--- src/rtl/uart_tx_serializer.sv ---
// 16550-style transmit serializer: pops characters from the TX FIFO and shifts
// them out on txd as start / 5-8 data / optional parity / 1-2 stop bit frames.
module uart_tx_serializer #(
  parameter int WIDTH      = 8,
  parameter int OVERSAMPLE = 16
) (
  input  logic             clk,
  input  logic             rst,
  input  logic             baud_tick,
  input  logic             fifo_empty,
  output logic             fifo_rd_en,
  input  logic [WIDTH-1:0] fifo_rd_data,
  input  logic             fifo_rd_valid,
  input  logic [7:0]       lcr,
  output logic             txd,
  output logic             tx_busy,
  output logic             tx_idle
);

  typedef enum logic [2:0] {
    ST_IDLE,
    ST_FETCH,
    ST_START,
    ST_DATA,
    ST_PARITY,
    ST_STOP
  } state_t;

  localparam logic [4:0] TICK_BIT    = 5'(OVERSAMPLE - 1);
  localparam logic [4:0] TICK_STOP15 = 5'(OVERSAMPLE + (OVERSAMPLE / 2) - 1);
  localparam logic [4:0] TICK_STOP2  = 5'(2 * OVERSAMPLE - 1);

  // Parity over the transmitted data bits only; stick parity overrides
  function automatic logic calc_parity(input logic [7:0] data, input logic [1:0] wls,
                                       input logic eps, input logic stick);
    logic [7:0] mask;
    logic       x;
    case (wls)
      2'd0:    mask = 8'h1F;
      2'd1:    mask = 8'h3F;
      2'd2:    mask = 8'h7F;
      default: mask = 8'hFF;
    endcase
    x = ^(data & mask);
    if (stick) begin
      calc_parity = ~eps;
    end else if (eps) begin
      calc_parity = x;
    end else begin
      calc_parity = ~x;
    end
  endfunction

  state_t     state_r, state_next_s;
  logic [4:0] tick_cnt_r, tick_next_s;
  logic [2:0] bit_cnt_r, bit_next_s, bit_last_s;
  logic [7:0] shift_r, shift_next_s;
  logic [1:0] fmt_wls_r;
  logic       fmt_stb_r, fmt_pen_r, parity_r;
  logic       fetch_wait_r, fetch_wait_next_s;
  logic       pop_s, load_s, txd_next_s;
  logic [4:0] stop_last_s;
  logic       txd_r, rd_en_r, busy_r;
  logic       unused_s;

  assign unused_s   = ^{lcr[7], fifo_rd_data};
  assign bit_last_s = 3'd4 + {1'b0, fmt_wls_r};

  assign txd        = txd_r;
  assign fifo_rd_en = rd_en_r;
  assign tx_busy    = busy_r;
  assign tx_idle    = fifo_empty && !busy_r;

  // Next-state, counter and output decode
  always_comb begin
    state_next_s      = state_r;
    tick_next_s       = tick_cnt_r;
    bit_next_s        = bit_cnt_r;
    shift_next_s      = shift_r;
    fetch_wait_next_s = 1'b0;
    pop_s             = 1'b0;
    load_s            = 1'b0;
    txd_next_s        = 1'b1;

    if (!fmt_stb_r) begin
      stop_last_s = TICK_BIT;
    end else if (fmt_wls_r == 2'd0) begin
      stop_last_s = TICK_STOP15;
    end else begin
      stop_last_s = TICK_STOP2;
    end

    case (state_r)
      ST_IDLE: begin
        if (!fifo_empty) begin
          pop_s        = 1'b1;
          state_next_s = ST_FETCH;
        end else begin
          state_next_s = ST_IDLE;
        end
      end
      ST_FETCH: begin
        // First cycle only lets the pop land; rd_valid is sampled on the second
        if (!fetch_wait_r) begin
          fetch_wait_next_s = 1'b1;
        end else if (fifo_rd_valid) begin
          load_s       = 1'b1;
          shift_next_s = fifo_rd_data[7:0];
          tick_next_s  = 5'd0;
          bit_next_s   = 3'd0;
          state_next_s = ST_START;
        end else begin
          state_next_s = ST_IDLE;
        end
      end
      ST_START, ST_PARITY: begin
        if (baud_tick) begin
          if (tick_cnt_r == TICK_BIT) begin
            tick_next_s = 5'd0;
            if (state_r == ST_START) begin
              state_next_s = ST_DATA;
            end else begin
              state_next_s = ST_STOP;
            end
          end else begin
            tick_next_s = tick_cnt_r + 5'd1;
          end
        end else begin
          tick_next_s = tick_cnt_r;
        end
      end
      ST_DATA: begin
        if (baud_tick) begin
          if (tick_cnt_r == TICK_BIT) begin
            tick_next_s  = 5'd0;
            shift_next_s = {1'b0, shift_r[7:1]};
            if (bit_cnt_r == bit_last_s) begin
              bit_next_s = 3'd0;
              if (fmt_pen_r) begin
                state_next_s = ST_PARITY;
              end else begin
                state_next_s = ST_STOP;
              end
            end else begin
              bit_next_s = bit_cnt_r + 3'd1;
            end
          end else begin
            tick_next_s = tick_cnt_r + 5'd1;
          end
        end else begin
          tick_next_s = tick_cnt_r;
        end
      end
      ST_STOP: begin
        if (baud_tick) begin
          if (tick_cnt_r == stop_last_s) begin
            tick_next_s = 5'd0;
            if (!fifo_empty) begin
              pop_s        = 1'b1;
              state_next_s = ST_FETCH;
            end else begin
              state_next_s = ST_IDLE;
            end
          end else begin
            tick_next_s = tick_cnt_r + 5'd1;
          end
        end else begin
          tick_next_s = tick_cnt_r;
        end
      end
      default: begin
        state_next_s = ST_IDLE;
      end
    endcase

    case (state_next_s)
      ST_START:  txd_next_s = 1'b0;
      ST_DATA:   txd_next_s = shift_next_s[0];
      ST_PARITY: txd_next_s = parity_r;
      default:   txd_next_s = 1'b1;
    endcase
  end

  // State, counters and registered outputs; break overrides txd live
  always_ff @(posedge clk or posedge rst) begin
    if (rst) begin
      state_r      <= ST_IDLE;
      tick_cnt_r   <= 5'd0;
      bit_cnt_r    <= 3'd0;
      shift_r      <= 8'h00;
      fetch_wait_r <= 1'b0;
      txd_r        <= 1'b1;
      rd_en_r      <= 1'b0;
      busy_r       <= 1'b0;
    end else begin
      state_r      <= state_next_s;
      tick_cnt_r   <= tick_next_s;
      bit_cnt_r    <= bit_next_s;
      shift_r      <= shift_next_s;
      fetch_wait_r <= fetch_wait_next_s;
      txd_r        <= lcr[6] ? 1'b0 : txd_next_s;
      rd_en_r      <= pop_s;
      busy_r       <= (state_next_s != ST_IDLE);
    end
  end

  // Per-character frame format and precomputed parity bit
  always_ff @(posedge clk or posedge rst) begin
    if (rst) begin
      fmt_wls_r <= 2'd0;
      fmt_stb_r <= 1'b0;
      fmt_pen_r <= 1'b0;
      parity_r  <= 1'b0;
    end else if (load_s) begin
      fmt_wls_r <= lcr[1:0];
      fmt_stb_r <= lcr[2];
      fmt_pen_r <= lcr[3];
      parity_r  <= calc_parity(fifo_rd_data[7:0], lcr[1:0], lcr[4], lcr[5]);
    end else begin
      fmt_wls_r <= fmt_wls_r;
      fmt_stb_r <= fmt_stb_r;
      fmt_pen_r <= fmt_pen_r;
      parity_r  <= parity_r;
    end
  end

endmodule

--- config.mk ---
export PLATFORM = sky130hd
export DESIGN_NAME = uart_tx_serializer
export DESIGN_NICKNAME = d
export VERILOG_FILES = /design/src/rtl/uart_tx_serializer.sv
export SDC_FILE = /design/constraint.sdc
export NUM_CORES = 1
export LEC_CHECK = 0
export ABC_CLOCK_PERIOD_IN_PS = 2500
export CAP_MARGIN = 15
export CORE_ASPECT_RATIO = 1.25
export CORE_MARGIN = 2
export CORE_UTILIZATION = 53
export CTS_BUF_LIST = sky130_fd_sc_hd__clkbuf_4 sky130_fd_sc_hd__clkbuf_8 sky130_fd_sc_hd__clkbuf_16
export DETAILED_ROUTE_END_ITERATION = 10
export HOLD_SLACK_MARGIN = 0.03
export PLACE_DENSITY = 0.77
export SYNTH_ARGS = -nofsm -noshare
export SYNTH_HDL_FRONTEND = slang
export SYNTH_SLANG_ARGS = --single-unit
--- constraint.sdc ---
create_clock -name clk -period 2.5 [get_ports clk]
set_input_delay 0.375 -clock clk [delete_from_list [all_inputs] [get_ports clk]]
set_output_delay 0.375 -clock clk [all_outputs]
set_load 0.01 [all_outputs]
==> results_dict.tcl, run 1 <==
set metrics [dict create \
    n_fill_cell 251 \
    critPathKind "flop to flop" \
    start_util_pct 54.5 \
    grt_setup_unrepaired "false" \
    synth_top_cells_by_area "dfrtp_1 (43%), nand2_1 (6.0%), xnor2_1 (3.9%)" \
    dp_slack_ps 289 \
    yosys.area.top_type_share_pct 43.3 \
    final_common_cell "dfrtp_1" \
    status "completed" \
    drc 0 \
    worstHoldPathType "primary input to async pin" \
    cts_sinks 28 \
    vdd_drop_max_mv 0.531 \
    ant_nets 0 \
    p_leak_uw 0.000816 \
    start_kind "flop" \
    required_ps 2720 \
    vias_per_cell 5.62 \
    post_cts_buffers 0 \
    mostFrequentLayoutCells "dfrtp_1 (27), nand2_1 (25), clkdlybuf4s50_1 (23)" \
    cts_resized 0 \
    numCtsBuffers 3 \
    syn-num-nets 194 \
    synth.avg_cell_area_um2 9.23 \
    cts_root_buffer "clkbuf_4" \
    clk_path_buf_depth 2 \
    nets 218 \
    crit_fanout 6 \
    grtUsageTotal_pct 20.6 \
    vias 1281 \
    synth_cells 169 \
    fin_worst_skew_ps 4.31 \
    clk_pin_slew_ps 150 \
    die-area_um2 3400 \
    grt_max_degree 29 \
    yosysSeqAreaShare_pct 45.0 \
    die-height_um 64.7 \
    ios 25 \
    route.final.wire_length_um 3130 \
    finalHoldViolations 0 \
    wl_met1_um 1360 \
    htreeDepth 1 \
    place.detailed.hpwl_um 2360 \
    drive_above_1_share_pct 9.38 \
    wl_per_cell_um 13.7 \
    setup_violations 0 \
    grt-ovfl-total 0 \
    cts_hold_buffers 0 \
    syn_to_final_growth_pct 19.7 \
    antennaDiodeCount 0 \
    slew_violations 0 \
    cts_tree "built" \
    ys_ff_latch 28 \
    worst_slew_pin_slew_ps 420 \
    worst_slew_margin_rel_pct 72.0 \
    cap_violations 0 \
    num_rows 22 \
    clk_latency_ps 330 \
    p_per_area_nw_per_um2 770 \
    first_global_vias 1255 \
    ys_types 41 \
    antenna_found_initial 0 \
    synth.yosys.warnings 0 \
    netlist.top_cell.by_area "dfrtp_1" \
    cp-end-kind "flop" \
    p_total_uw 1440 \
    wl_met2_um 1620 \
    max_freq_ghz 0.459 \
    reg2reg_slack_ps 320 \
    top_layer_used "met4" \
    firstDrtPassIters 4 \
    fin_ws_ps 323 \
    drt_iter0_drc 45 \
    grt_pass1_wl_um 5290 \
    setup-tns-final_ps 0 \
    portBuffers 23 \
    wl_met3_um 128 \
    fin_crit_ps 2180 \
    place_congestion 0.864 \
    design.core.area_um2 2860 \
    finalCritPeriodShare_pct 87.1 \
    worstPathArrival_ps 2400 \
    syn-cell-area_um2 1560 \
    die_w_um 52.5 \
]
[routing by layer]
metal  GRT usage [%]  vias up
li1                -      632
met1            24.8      609
met2            36.4       36
met3            3.00        4
met4            7.05        0
met5               0        -
[state kept, by name, summed over array words and instances (netlist names)]
name          flops
tick_cnt_r        5
txd               1
bit_cnt_r         3
fmt_stb_r         1
fmt_pen_r         1
parity_r          1
tx_busy           1
fifo_rd_en        1
fmt_wls_r         2
shift_r           8
fetch_wait_r      1
state_r           3
[worst max-delay path, stage by stage (launching register included)]
cell and delay [ps]:
dfrtp_1 420, ha_1 190, nand2_1 90, nor2_1 140, ha_1 280, nand2_1 100, nand4b_1 90, o21ai_0 80
a221o_1 320, or3_1 360
[power by group]
part | internal, uW | total [uW] | switching, uW | leakage (uW)
registers | 613 | 745 | 132 | 0.000346
clock network | 89.2 | 223 | 134 | 0.0000210
logic | 249 | 469 | 220 | 0.000449
[metrics by stage]
stage               hold WS, ps  instance area, um^2  util, %  std cells
finish                      388                 1870     65.3        228
detailed placement          466                 1830     64.0        224
CTS                         400                 1870     65.3        228
global route                416                 1870     65.3        228
floorplan                   413                 1560        -        169
global placement            461                 1830     64.0        224
[layout make-up]
class	instances	area [um^2]	share of cell area (%)
inverter	7	26.3	1.41
tap	36	45.0	2.41
clock buffer	4	36.3	1.94
sequential	28	702	37.6
timing repair buffer	28	268	14.3
multi-input combinational	125	791	42.3
[synthesized netlist by cell type (all sizes together)]
cell	instances
o31ai	1
dfstp	1
a22o	3
a31oi	1
a21o	1
nand2b	6
nand4b	1
a221o	1
and2	1
or3	2
or2	1
mux2i	1
and3b	2
nor2b	4
a22oi	6
a21oi	6
nor3	4
nand2	25
nor3b	2
o22ai	1
buf	6
inv	7
a21boi	2
nand4	1
ha	4
and3	2
o21bai	1
xnor2	7
nand3	5
dfrtp	27
nor4	1
a211oi	1
nor2	10
clkbuf	3
mux2	5
o22a	1
a31o	1
xnor3	1
o21ai	14
[worst paths after layout]
check / from / end / cells past startpoint
worst min register to register: shift_r[4] / shift_r[4] / 2
max in group asynchronous: rst / txd / 3
worst max register to register: tick_cnt_r[0] / tx_busy / 9
min in group clk: shift_r[4] / shift_r[4] / 2
worst max-delay path: tick_cnt_r[0] / tx_busy / 9
worst min-delay path: rst / tick_cnt_r[0] / 3
[logic make-up (layout without fill, tap and decap cells)]
| logic type | Yosys count | count (layout) | share of synthesized area (%) |
|---|---|---|---|
| xor gates and xnor gates | 8 | 8 | 5.37 |
| adders and majority gates | 4 | 4 | 3.21 |
| muxes | 6 | 6 | 4.25 |
| DFF | 28 | 28 | 45.0 |
| and+or+nand+nor | 67 | 67 | 21.2 |
| AOI/OAI and AO/OA | 40 | 40 | 16.7 |
| buffers and inverters | 16 | 39 | 4.33 |
(Power assumes the default switching activity.)
==> inputs of run 2 (changes only) <==
SLEW_MARGIN = 30   (was not set)
==> results of run 2 <==
No change in the layout: final DEF, timing and power equal those of run 1.
==> edit: new RTL, settings of run 1 <==
Register the input `baud_tick` before use. The logic sees it one clock later. The other inputs are not delayed to match.
--- a/src/rtl/uart_tx_serializer.sv
+++ b/src/rtl/uart_tx_serializer.sv
@@ -30,6 +30,12 @@
   localparam logic [4:0] TICK_STOP15 = 5'(OVERSAMPLE + (OVERSAMPLE / 2) - 1);
   localparam logic [4:0] TICK_STOP2  = 5'(2 * OVERSAMPLE - 1);
 
+  logic baud_tick_q;
+
+  always_ff @(posedge clk) begin
+    baud_tick_q <= baud_tick;
+  end
+
   // Parity over the transmitted data bits only; stick parity overrides
   function automatic logic calc_parity(input logic [7:0] data, input logic [1:0] wls,
                                        input logic eps, input logic stick);
@@ -114,7 +120,7 @@
         end
       end
       ST_START, ST_PARITY: begin
-        if (baud_tick) begin
+        if (baud_tick_q) begin
           if (tick_cnt_r == TICK_BIT) begin
             tick_next_s = 5'd0;
             if (state_r == ST_START) begin
@@ -130,7 +136,7 @@
         end
       end
       ST_DATA: begin
-        if (baud_tick) begin
+        if (baud_tick_q) begin
           if (tick_cnt_r == TICK_BIT) begin
             tick_next_s  = 5'd0;
             shift_next_s = {1'b0, shift_r[7:1]};
@@ -152,7 +158,7 @@
         end
       end
       ST_STOP: begin
-        if (baud_tick) begin
+        if (baud_tick_q) begin
           if (tick_cnt_r == stop_last_s) begin
             tick_next_s = 5'd0;
             if (!fifo_empty) begin
Formal check against the unedited RTL: same outputs for any inputs over 10 cycles, from zero or initial values and one cycle with rst high; that may be too few to reach the edited logic, so the function may still have changed.
==> edit against run 1 <==
Area after synthesis increased by 4.3%. Final area grew 6.2%. Wire length is 11% higher. Power is 7.5% higher. Cell count is 3.9% higher. Sequential cell count increased by 1. Worst setup slack got worse by 0.17 ns. Critical path type unchanged.
==> edit: results (changes against run 1) <==
| Metric | Value |
|---|---|
| Routed WL | `3480 um (+11%)` |
| Final nets | `225 (+3.2%)` |
| Yosys cell types | `47 (+15%)` |
| First-pass GRT wire length | `6000 um (+13%)` |
| Met3 Resource Use GR | `0.0837 (+0.0538)` |
| Non-Clock Buffer Count | `26 (-7.1%)` |
| Non-clk buf share | `0.127 (-0.0159)` |
| Crit-path leading delay family | `compound AO/OA/AOI/OAI gates` |
| Syn avg cell area | `9.52 um2 (+3.1%)` |
| # clock sinks | `29 (+3.6%)` |
| Gr usage total | `0.241 (+0.0350)` |
| Post-synthesis mux area share | `0.0184 (-0.0241)` |
| Synth Instances | `171 (+1.2%)` |
| Dpl cell area | `1890 um2 (+3.4%)` |
| Htree depth | `2 (+1)` |
| Peak VDD IR | `0.816 mV (+54%)` |
| Multi-input logic area | `847 um2 (+7.1%)` |
| Leakage | `0.925 nW (+13%)` |
| Largest cells by area after synthesis | `dfrtp_1 (42%), nand2_1 (9.5%), xnor2_1 (3.2%)` |
| Fmax achieved | `0.427 GHz (-7.1%)` |
| Final GP Congestion | `0.820 (-5.0%)` |
| Arr. time, crit path | `2.61 ns (+0.21 ns)` |
| Met2 Use GR | `0.432 (+0.0680)` |
| Adder-cell area share of the yosys netlist | `0.0307 (-0.00133)` |
| Non-clk invs | `6 (-1)` |
| Clock Buffer Count | `6 (+2)` |
| Post-Synth XOR/XNOR Area | `0.0515 (-0.00223)` |
| Met3 WL post-DR | `145 um (+13%)` |
| Post-Layout Cell Count | `237 (+3.9%)` |
| Slew @ Worst Pin | `0.663 ns (+0.243 ns)` |
| Outcome | `completed` |
| CTS buffer count | `5 (+2)` |
==> edit: changes by cell type after synthesis, moves of 3 or more <==
cell	change
nand2b_1	-3
a21o_1	+3
nand2_1	+16
buf_2	-5
mux2_2	-5
nor2_1	-3
==> edit: how the worst max path moves through the flow <==
stage / startpoint / to / depth (start not counted)
global placement: tick_cnt_r[0]$_DFFE_PP0P_ / txd$_DFF_PP1_ / 10
floorplan: tick_cnt_r[0]$_DFFE_PP0P_ / txd$_DFF_PP1_ / 10
detailed placement: tick_cnt_r[0]$_DFFE_PP0P_ / txd$_DFF_PP1_ / 10
CTS: tick_cnt_r[0]$_DFFE_PP0P_ / txd$_DFF_PP1_ / 10
finish: tick_cnt_r[0]$_DFFE_PP0P_ / txd$_DFF_PP1_ / 10
global route: tick_cnt_r[0]$_DFFE_PP0P_ / txd$_DFF_PP1_ / 10
